$ cat src/rtl/vga_sync_gen.sv
// Raster timing generator: free-running line/frame counters with a registered
// decode stage, so every output lags the counters by exactly one pixel clock.
module vga_sync_gen #(
  parameter int H_SYNC  = 128,
  parameter int H_BACK  = 88,
  parameter int H_ACT   = 800,
  parameter int H_FRONT = 40,
  parameter int V_SYNC  = 4,
  parameter int V_BACK  = 23,
  parameter int V_ACT   = 600,
  parameter int V_FRONT = 1,
  parameter bit H_POL   = 1'b1,
  parameter bit V_POL   = 1'b1
) (
  input  logic        clk,
  input  logic        rst,
  output logic        hsync,
  output logic        vsync,
  output logic        ready,
  output logic [10:0] x_addr,
  output logic [10:0] y_addr,
  output logic        frame_start
);

  localparam int HT = H_SYNC + H_BACK + H_ACT + H_FRONT;
  localparam int VT = V_SYNC + V_BACK + V_ACT + V_FRONT;
  localparam int HS = H_SYNC + H_BACK;
  localparam int VS = V_SYNC + V_BACK;

  localparam logic [10:0] H_LAST    = 11'(HT - 1);
  localparam logic [10:0] V_LAST    = 11'(VT - 1);
  localparam logic [10:0] H_SYNC_END = 11'(H_SYNC);
  localparam logic [10:0] V_SYNC_END = 11'(V_SYNC);
  localparam logic [10:0] H_ACT_BEG = 11'(HS);
  localparam logic [10:0] H_ACT_END = 11'(HS + H_ACT);
  localparam logic [10:0] V_ACT_BEG = 11'(VS);
  localparam logic [10:0] V_ACT_END = 11'(VS + V_ACT);

  logic [10:0] h_cnt_reg;
  logic [10:0] v_cnt_reg;

  always_ff @(posedge clk) begin
    if (rst) begin
      h_cnt_reg <= '0;
      v_cnt_reg <= '0;
    end else if (h_cnt_reg == H_LAST) begin
      h_cnt_reg <= '0;
      v_cnt_reg <= (v_cnt_reg == V_LAST) ? 11'd0 : v_cnt_reg + 11'd1;
    end else begin
      h_cnt_reg <= h_cnt_reg + 11'd1;
    end
  end

  logic        hsync_next;
  logic        vsync_next;
  logic        act_next;
  logic [10:0] x_next;
  logic [10:0] y_next;
  logic        frame_start_next;

  always_comb begin
    hsync_next       = (h_cnt_reg < H_SYNC_END) ? H_POL : ~H_POL;
    vsync_next       = (v_cnt_reg < V_SYNC_END) ? V_POL : ~V_POL;
    act_next         = (h_cnt_reg >= H_ACT_BEG) && (h_cnt_reg < H_ACT_END) &&
                       (v_cnt_reg >= V_ACT_BEG) && (v_cnt_reg < V_ACT_END);
    x_next           = act_next ? (h_cnt_reg - H_ACT_BEG) : 11'd0;
    y_next           = act_next ? (v_cnt_reg - V_ACT_BEG) : 11'd0;
    frame_start_next = (h_cnt_reg == 11'd0) && (v_cnt_reg == 11'd0);
  end

  // Outputs reset on the same edge as the counters, so a mid-frame reset
  // drops the partial frame without any stray ready/frame_start.
  always_ff @(posedge clk) begin
    if (rst) begin
      hsync       <= ~H_POL;
      vsync       <= ~V_POL;
      ready       <= 1'b0;
      x_addr      <= '0;
      y_addr      <= '0;
      frame_start <= 1'b0;
    end else begin
      hsync       <= hsync_next;
      vsync       <= vsync_next;
      ready       <= act_next;
      x_addr      <= x_next;
      y_addr      <= y_next;
      frame_start <= frame_start_next;
    end
  end

endmodule

$ cat config.mk
export PLATFORM = sky130hd
export DESIGN_NAME = vga_sync_gen
export DESIGN_NICKNAME = d
export VERILOG_FILES = /design/src/rtl/vga_sync_gen.sv
export SDC_FILE = /design/constraint.sdc
export NUM_CORES = 1
export LEC_CHECK = 0
export ABC_AREA = 1
export BUFFER_PORTS_ARGS = -buffer_cell sky130_fd_sc_hd__buf_2
export CAP_MARGIN = 20
export CORE_MARGIN = 4
export CORE_UTILIZATION = 45
export CTS_CLUSTER_SIZE = 40
export DETAILED_ROUTE_END_ITERATION = 6
export PLACE_DENSITY = 0.63
export SYNTH_ARGS = -nofsm -noshare
export SYNTH_HDL_FRONTEND = slang
export SYNTH_SLANG_ARGS = --single-unit
export TNS_END_PERCENT = 30
$ cat constraint.sdc
create_clock -name clk -period 3.4 [get_ports clk]
set_clock_uncertainty 0.2 [all_clocks]
set_input_delay 0.34 -clock clk [delete_from_list [all_inputs] [get_ports clk]]
set_output_delay 0.34 -clock clk [all_outputs]
set_load 0.03 [all_outputs]
==> results.cfg, run 1 <==
[outcome]
status = completed

[sta]
period_needed_ns = 2.12
finalHoldViolCount = 0
rsz0062_at_grt = no
finalMaxSlewViolations = 0
relSlewSlack_pct = 56.4
max_clock_freq_ghz = 0.472
setup-violations-final = 0
tightest_slew_ns = 0.652
fin_tns_setup_ns = 0
final.period_utilization_pct = 62.3

[grt]
groute.usage.overall_pct = 16.9
overflow = 0
grt_pass1_wl_um = 8450
grt_pass1_vias = 1835
antenna_found_initial = 0
grt_max_degree = 24

[pwr]
combPwrFrac_pct = 2.9
switching_share_pct = 21.1
power_uw = 1040
ir_worst_vdd_mv = 0.185
leakagePower_uw = 0.00127
clkPwrFrac_pct = 42.0
internal-power_uw = 816
switchingPower_uw = 219
p_seq_share_pct = 55.1
power.density_mw_per_mm2 = 399

[finish]
fill_cells = 503
drive_gt1_share_pct = 19.1
regArea_um2 = 961
num-nets-final = 357
multiInputGateArea_mm2 = 0.00112
diodes = 0
final_util_pct = 53.5
area_growth_pct = 12.8
final_area_mm2 = 0.00259

[synth]
synth_ff_type = dfxtp_1
ys_ff_latch = 48
synthArstFlopShare_pct = 0
synth_nets = 328
synth-edff-count = 0
yosysSeqAreaShare_pct = 41.8
syn_inst = 321
syn_avg_cell_area_um2 = 7.16
ys_types = 26
ys_warn_count = 0
syn_area_mm2 = 0.00230

[drt]
vias = 2000
drt_iter0_drc = 207
drt.antenna.violating_nets = 0
drt_wl_total_um = 4900
drc_errors = 0
wire_per_inst_um = 11.7
drt_pass1_iterations = 4
via_per_inst = 4.78

[cts]
clockRootBuffer = clkbuf_8
cts_tree = built
cts.htree.levels = 2
clkTransAtPathRegs_ns = 0.09
cts_resized = 0
cts_made_buffers = 5
cts_sinks = 48
clockBufferDepth = 2
insertion_delay_ns = 0.30
post-cts-setup-buffer-count = 0
ctsHoldBuffers = 0

[critical_path]
crit_path_end = x_addr[0]
reg2reg_slack_ns = 1.28
crit_path_end_kind = flop
timing.rr.end = x_addr[0]
arrival_ns = 2.08
setup.worst_path.start_class = flop
reg2reg_from = h_cnt_reg[3]
crit_start = h_cnt_reg[3]
path_max_fanout = 23
crit_type = reg -> reg
worst_ep_required_time_ns = 3.37
reg2regPathDepth = 8

[placed_design]
gpl.final_weighted_congestion = 0.871
hpwlAfterDp_um = 3760
dpl_cell_area_mm2 = 0.00247
io_buffer_count = 27

[die]
dieArea_mm2 = 0.00632
ioPinCount = 28
row_count = 25
core_area_mm2 = 0.00485
die_h_um = 79.5
die_w_um = 79.5
start_util_pct = 47.4

[hold_path]
min-delay-path-class = in -> reg

[job]
maxCapViolCount = 0
## synthesized netlist by cell type (2+ instances only)
cell type | instances | share of area [%]
a21oi_1 | 5 | 1.1
buf_6 | 3 | 1.5
dfxtp_1 | 48 | 42
ha_1 | 5 | 2.7
inv_1 | 42 | 6.9
inv_2 | 3 | 0.49
nand2_1 | 67 | 11
nand2_2 | 6 | 1.6
nand3_1 | 22 | 4.8
nand3b_1 | 2 | 0.65
nand4_1 | 9 | 2.4
nor2_1 | 46 | 7.5
nor2_2 | 19 | 5.2
nor2_4 | 2 | 0.98
nor3_1 | 10 | 2.2
nor4_1 | 4 | 1.1
o21ai_0 | 11 | 2.4
xor2_1 | 9 | 3.4
## cells by family after synthesis
kind of cell / share of synthesized area (%)
compound gates: 4.62
xor+xnor: 3.43
fa+ha+maj: 2.72
buf+inv: 9.52
flops: 41.8
simple gates: 37.9
## power by group through the flow
stage	Combinational, uW	Clock (uW)	Sequential (uW)
4_1_cts	29.9	447	570
3_3_place_gp	29.6	0	583
6_report	29.8	435	570
3_5_place_dp	29.7	0	584
2_1_floorplan	16.2	0	588
5_1_grt	32.6	468	572
## critical path, cell delays in order, from the launching register on
cell and delay, ns:
dfxtp_1 0.49, ha_1 0.22, nand2_1 0.12, nor2_1 0.11, nand3_1 0.10, nand3_1 0.12, nor2_2 0.05, nand2_2 0.48
nor2_1 0.09
## worst min-delay path by stage
stage	start	to	slack, ns	cells after the start
finish	rst	v_cnt_reg[8]	0.11	2
global route	rst	v_cnt_reg[8]	0.13	2
CTS	rst	v_cnt_reg[8]	0.12	2
detailed placement	h_cnt_reg[0]	h_cnt_reg[0]	0.25	1
global placement	h_cnt_reg[0]	h_cnt_reg[0]	0.25	1
floorplan	rst	v_cnt_reg[8]	0.21	1
## stage by stage
| step | hold WS (ns) | setup slack (ns) | std cells |
|---|---|---|---|
| floorplan | 0.212 | 1.76 | 321 |
| global placement | 0.246 | 1.29 | 410 |
| detailed placement | 0.254 | 1.30 | 410 |
| CTS | 0.117 | 1.27 | 418 |
| global route | 0.134 | 1.06 | 418 |
| finish | 0.114 | 1.28 | 418 |
## layer usage
metal / wire length (um) / share of wire (%) / up-vias / global-route usage, %
met5: 0 / 0 / - / 0
met4: 74 / 1.5 / 0 / 6.19
met3: 265 / 5.4 / 7 / 2.71
met2: 2050 / 42 / 53 / 25.8
met1: 2510 / 51 / 873 / 23.8
li1: - / - / 1067 / -
## layout make-up
type                       count  share of cell area [%]
timing repair buffer          27                    5.21
clock inverter                 2                    1.50
multi-input combinational    222                    43.2
inverter                      46                    6.66
clock buffer                   6                    3.18
tap                           67                    3.23
sequential                    48                    37.0
## placed cells by master (no fill, tap or decap), types with 2 or more instances in the layout
cell,instances
inv_1,42
nor2_2,19
nor4_1,4
xor2_1,9
nand2_2,6
nand3b_1,2
nor3_1,10
a21oi_1,5
nand2_1,67
nand3_1,22
nor2_1,46
clkbuf_8,6
o21ai_0,11
nand4_1,9
ha_1,5
nor2_4,2
inv_2,3
dfxtp_1,48
buf_2,27
Note: power is estimated with default switching activity, not from simulation.
==> run 2: changes to the inputs <==
Settings changed: ABC_AREA 1 to 0.
Clock period 3.4 ns to 2 ns, I/O delays scaled along.
==> results.cfg, run 2 <==
[sta]
setup-violations-final = 0
fin_tns_setup_ns = 0
period_needed_ns = 1.86
max_clock_freq_ghz = 0.536
relSlewSlack_pct = 64.5
final.period_utilization_pct = 93.2
rsz0062_at_grt = no
finalMaxSlewViolations = 0
finalHoldViolCount = 0
whs_ns = 0.109
tightest_slew_ns = 0.532

[cts]
cts_resized = 0
clkTransAtPathRegs_ns = 0.09
cts_tree = built
insertion_delay_ns = 0.30
cts.htree.levels = 2
post-cts-setup-buffer-count = 0
clockRootBuffer = clkbuf_8
clockBufferDepth = 2
cts_sinks = 48
cts_made_buffers = 5
ctsHoldBuffers = 0

[synth]
ys_warn_count = 0
ys_types = 44
synth_top_family_by_area = simple AND/OR/NAND/NOR gates
synthSimpleGateAreaFrac_pct = 29.9
synthAdderAreaFrac_pct = 2.78
synth_nets = 251
synthArstFlopShare_pct = 0
synth_top_area_cell = dfxtp_1
ys_ff_latch = 48
synth-xor-area-share_pct = 10.5
syn_area_mm2 = 0.00225
yosysMostFrequentCell = dfxtp_1
synth.area.top_cells = dfxtp_1 (43%), xor2_1 (7.8%), nor3_2 (5.3%)
netlist.area_leader.share_pct = 42.7
synth-compound-area-share_pct = 7.84
syn_inst = 244
yosys-top-cells-count = dfxtp_1 (48), nor2_1 (30), xor2_1 (20)
muxShareOfSynthArea_pct = 0.445
syn_avg_cell_area_um2 = 9.22
synth_ff_type = dfxtp_1
synth-edff-count = 0
yosysSeqAreaShare_pct = 42.7

[placed_design]
io_buffer_count = 27
gpl.final_weighted_congestion = 0.848
hpwlAfterDp_um = 3510

[die]
ioPinCount = 28
die_h_um = 78.7
start_util_pct = 47.0
die_w_um = 78.7
core_area_mm2 = 0.00479
dieArea_mm2 = 0.00619
row_count = 25

[critical_path]
arrival_ns = 1.89
path_buf_inv = 0
path_max_fanout = 6
crit_path_end_kind = flop
critical-path-max-stage-delay_ns = 0.39
worst_ep_required_time_ns = 2.03
crit_type = reg -> reg
cp_top_family = simple AND/OR/NAND/NOR gates
setup.worst_path.start_class = flop
cpMaxStageDelayCell = or3_1
path_cells = ha_1, and4_4, nand3_1, or3_1, a21oi_1

[pwr]
leakagePower_uw = 0.00116
power.density_mw_per_mm2 = 667
ir_worst_vdd_mv = 0.353
power_uw = 1780

[drt]
drt_iter0_drc = 113
via_per_inst = 5.23
drt_wl_total_um = 4640
drt.antenna.violating_nets = 0
wire_per_inst_um = 13.4
vias = 1815
drt_pass1_iterations = 4
drc_errors = 0

[grt]
grt_max_degree = 24
grt_pass1_wl_um = 7980
groute.usage.overall_pct = 16.0
grt_pass1_vias = 1654
overflow = 0
antenna_found_initial = 0

[finish]
final_common_cell = dfxtp_1
fill_cells = 454
drive_gt1_share_pct = 29.3
multiInputGateArea_mm2 = 0.00116
area_growth_pct = 18.6
diodes = 0
num-nets-final = 286
regArea_um2 = 966
layout_common_cells = dfxtp_1 (44), nor2_1 (30), buf_2 (27)

[outcome]
status = completed

[job]
maxCapViolCount = 0

[hold_path]
min-delay-path-class = in -> reg
-- run 2: kinds of logic (layout without fill, tap and decap cells) --
group | count (synthesis) | count (layout)
simple gates | 111 | 111
xor+xnor | 27 | 27
buf+inv | 25 | 61
fa+ha+maj | 5 | 5
mux | 1 | 1
compound gates | 27 | 27
flops | 48 | 48
-- run 2: per-stage QoR --
step	utilization, %	instances	area [um2]	setup slack (ns)
after detailed placement	52.9	339	2530	0.0908
after global placement	52.9	339	2530	0.115
after CTS	55.6	347	2660	0.0670
after global routing	55.8	347	2670	0.00823
after floorplan	-	244	2250	0.0841
final	55.8	347	2670	0.136
-- run 2: worst reg2reg max path, stage by stage (launching register included) --
cell	delay [ns]
dfxtp_1	0.37
ha_1	0.23
and4_4	0.28
nand3_1	0.19
or3_1	0.39
a21oi_1	0.14
-- run 2: final timing paths --
| check | slack (ns) | from | end | depth (start not counted) |
|---|---|---|---|---|
| worst max-delay path | 0.14 | h_cnt_reg[1] | v_cnt_reg[6] | 5 |
| worst min-delay path | 0.11 | rst | h_cnt_reg[6] | 3 |
| worst max register to register | 0.14 | h_cnt_reg[1] | v_cnt_reg[6] | 5 |
| worst min register to register | 0.34 | h_cnt_reg[0] | h_cnt_reg[0] | 2 |
-- run 2: layer usage --
metal | track usage (%) | up-vias | part of all wire (%)
li1 | - | 919 | -
met1 | 22.9 | 852 | 49
met2 | 24.5 | 40 | 45
met3 | 3.40 | 4 | 4.8
met4 | 4.20 | 0 | 0.86
met5 | 0 | - | 0
-- run 2: report_power, final --
part | switching (uW) | internal, uW
Clock | 314 | 441
Sequential | 3.99 | 964
Combinational | 36.5 | 20.9
-- run 2: layout make-up --
class | instances | share of cell area (%)
clock buffer | 7 | 3.61
inverter | 7 | 0.985
tap | 67 | 3.14
clock inverter | 1 | 1.13
sequential | 48 | 36.2
timing repair buffer | 46 | 11.3
multi-input combinational | 171 | 43.6
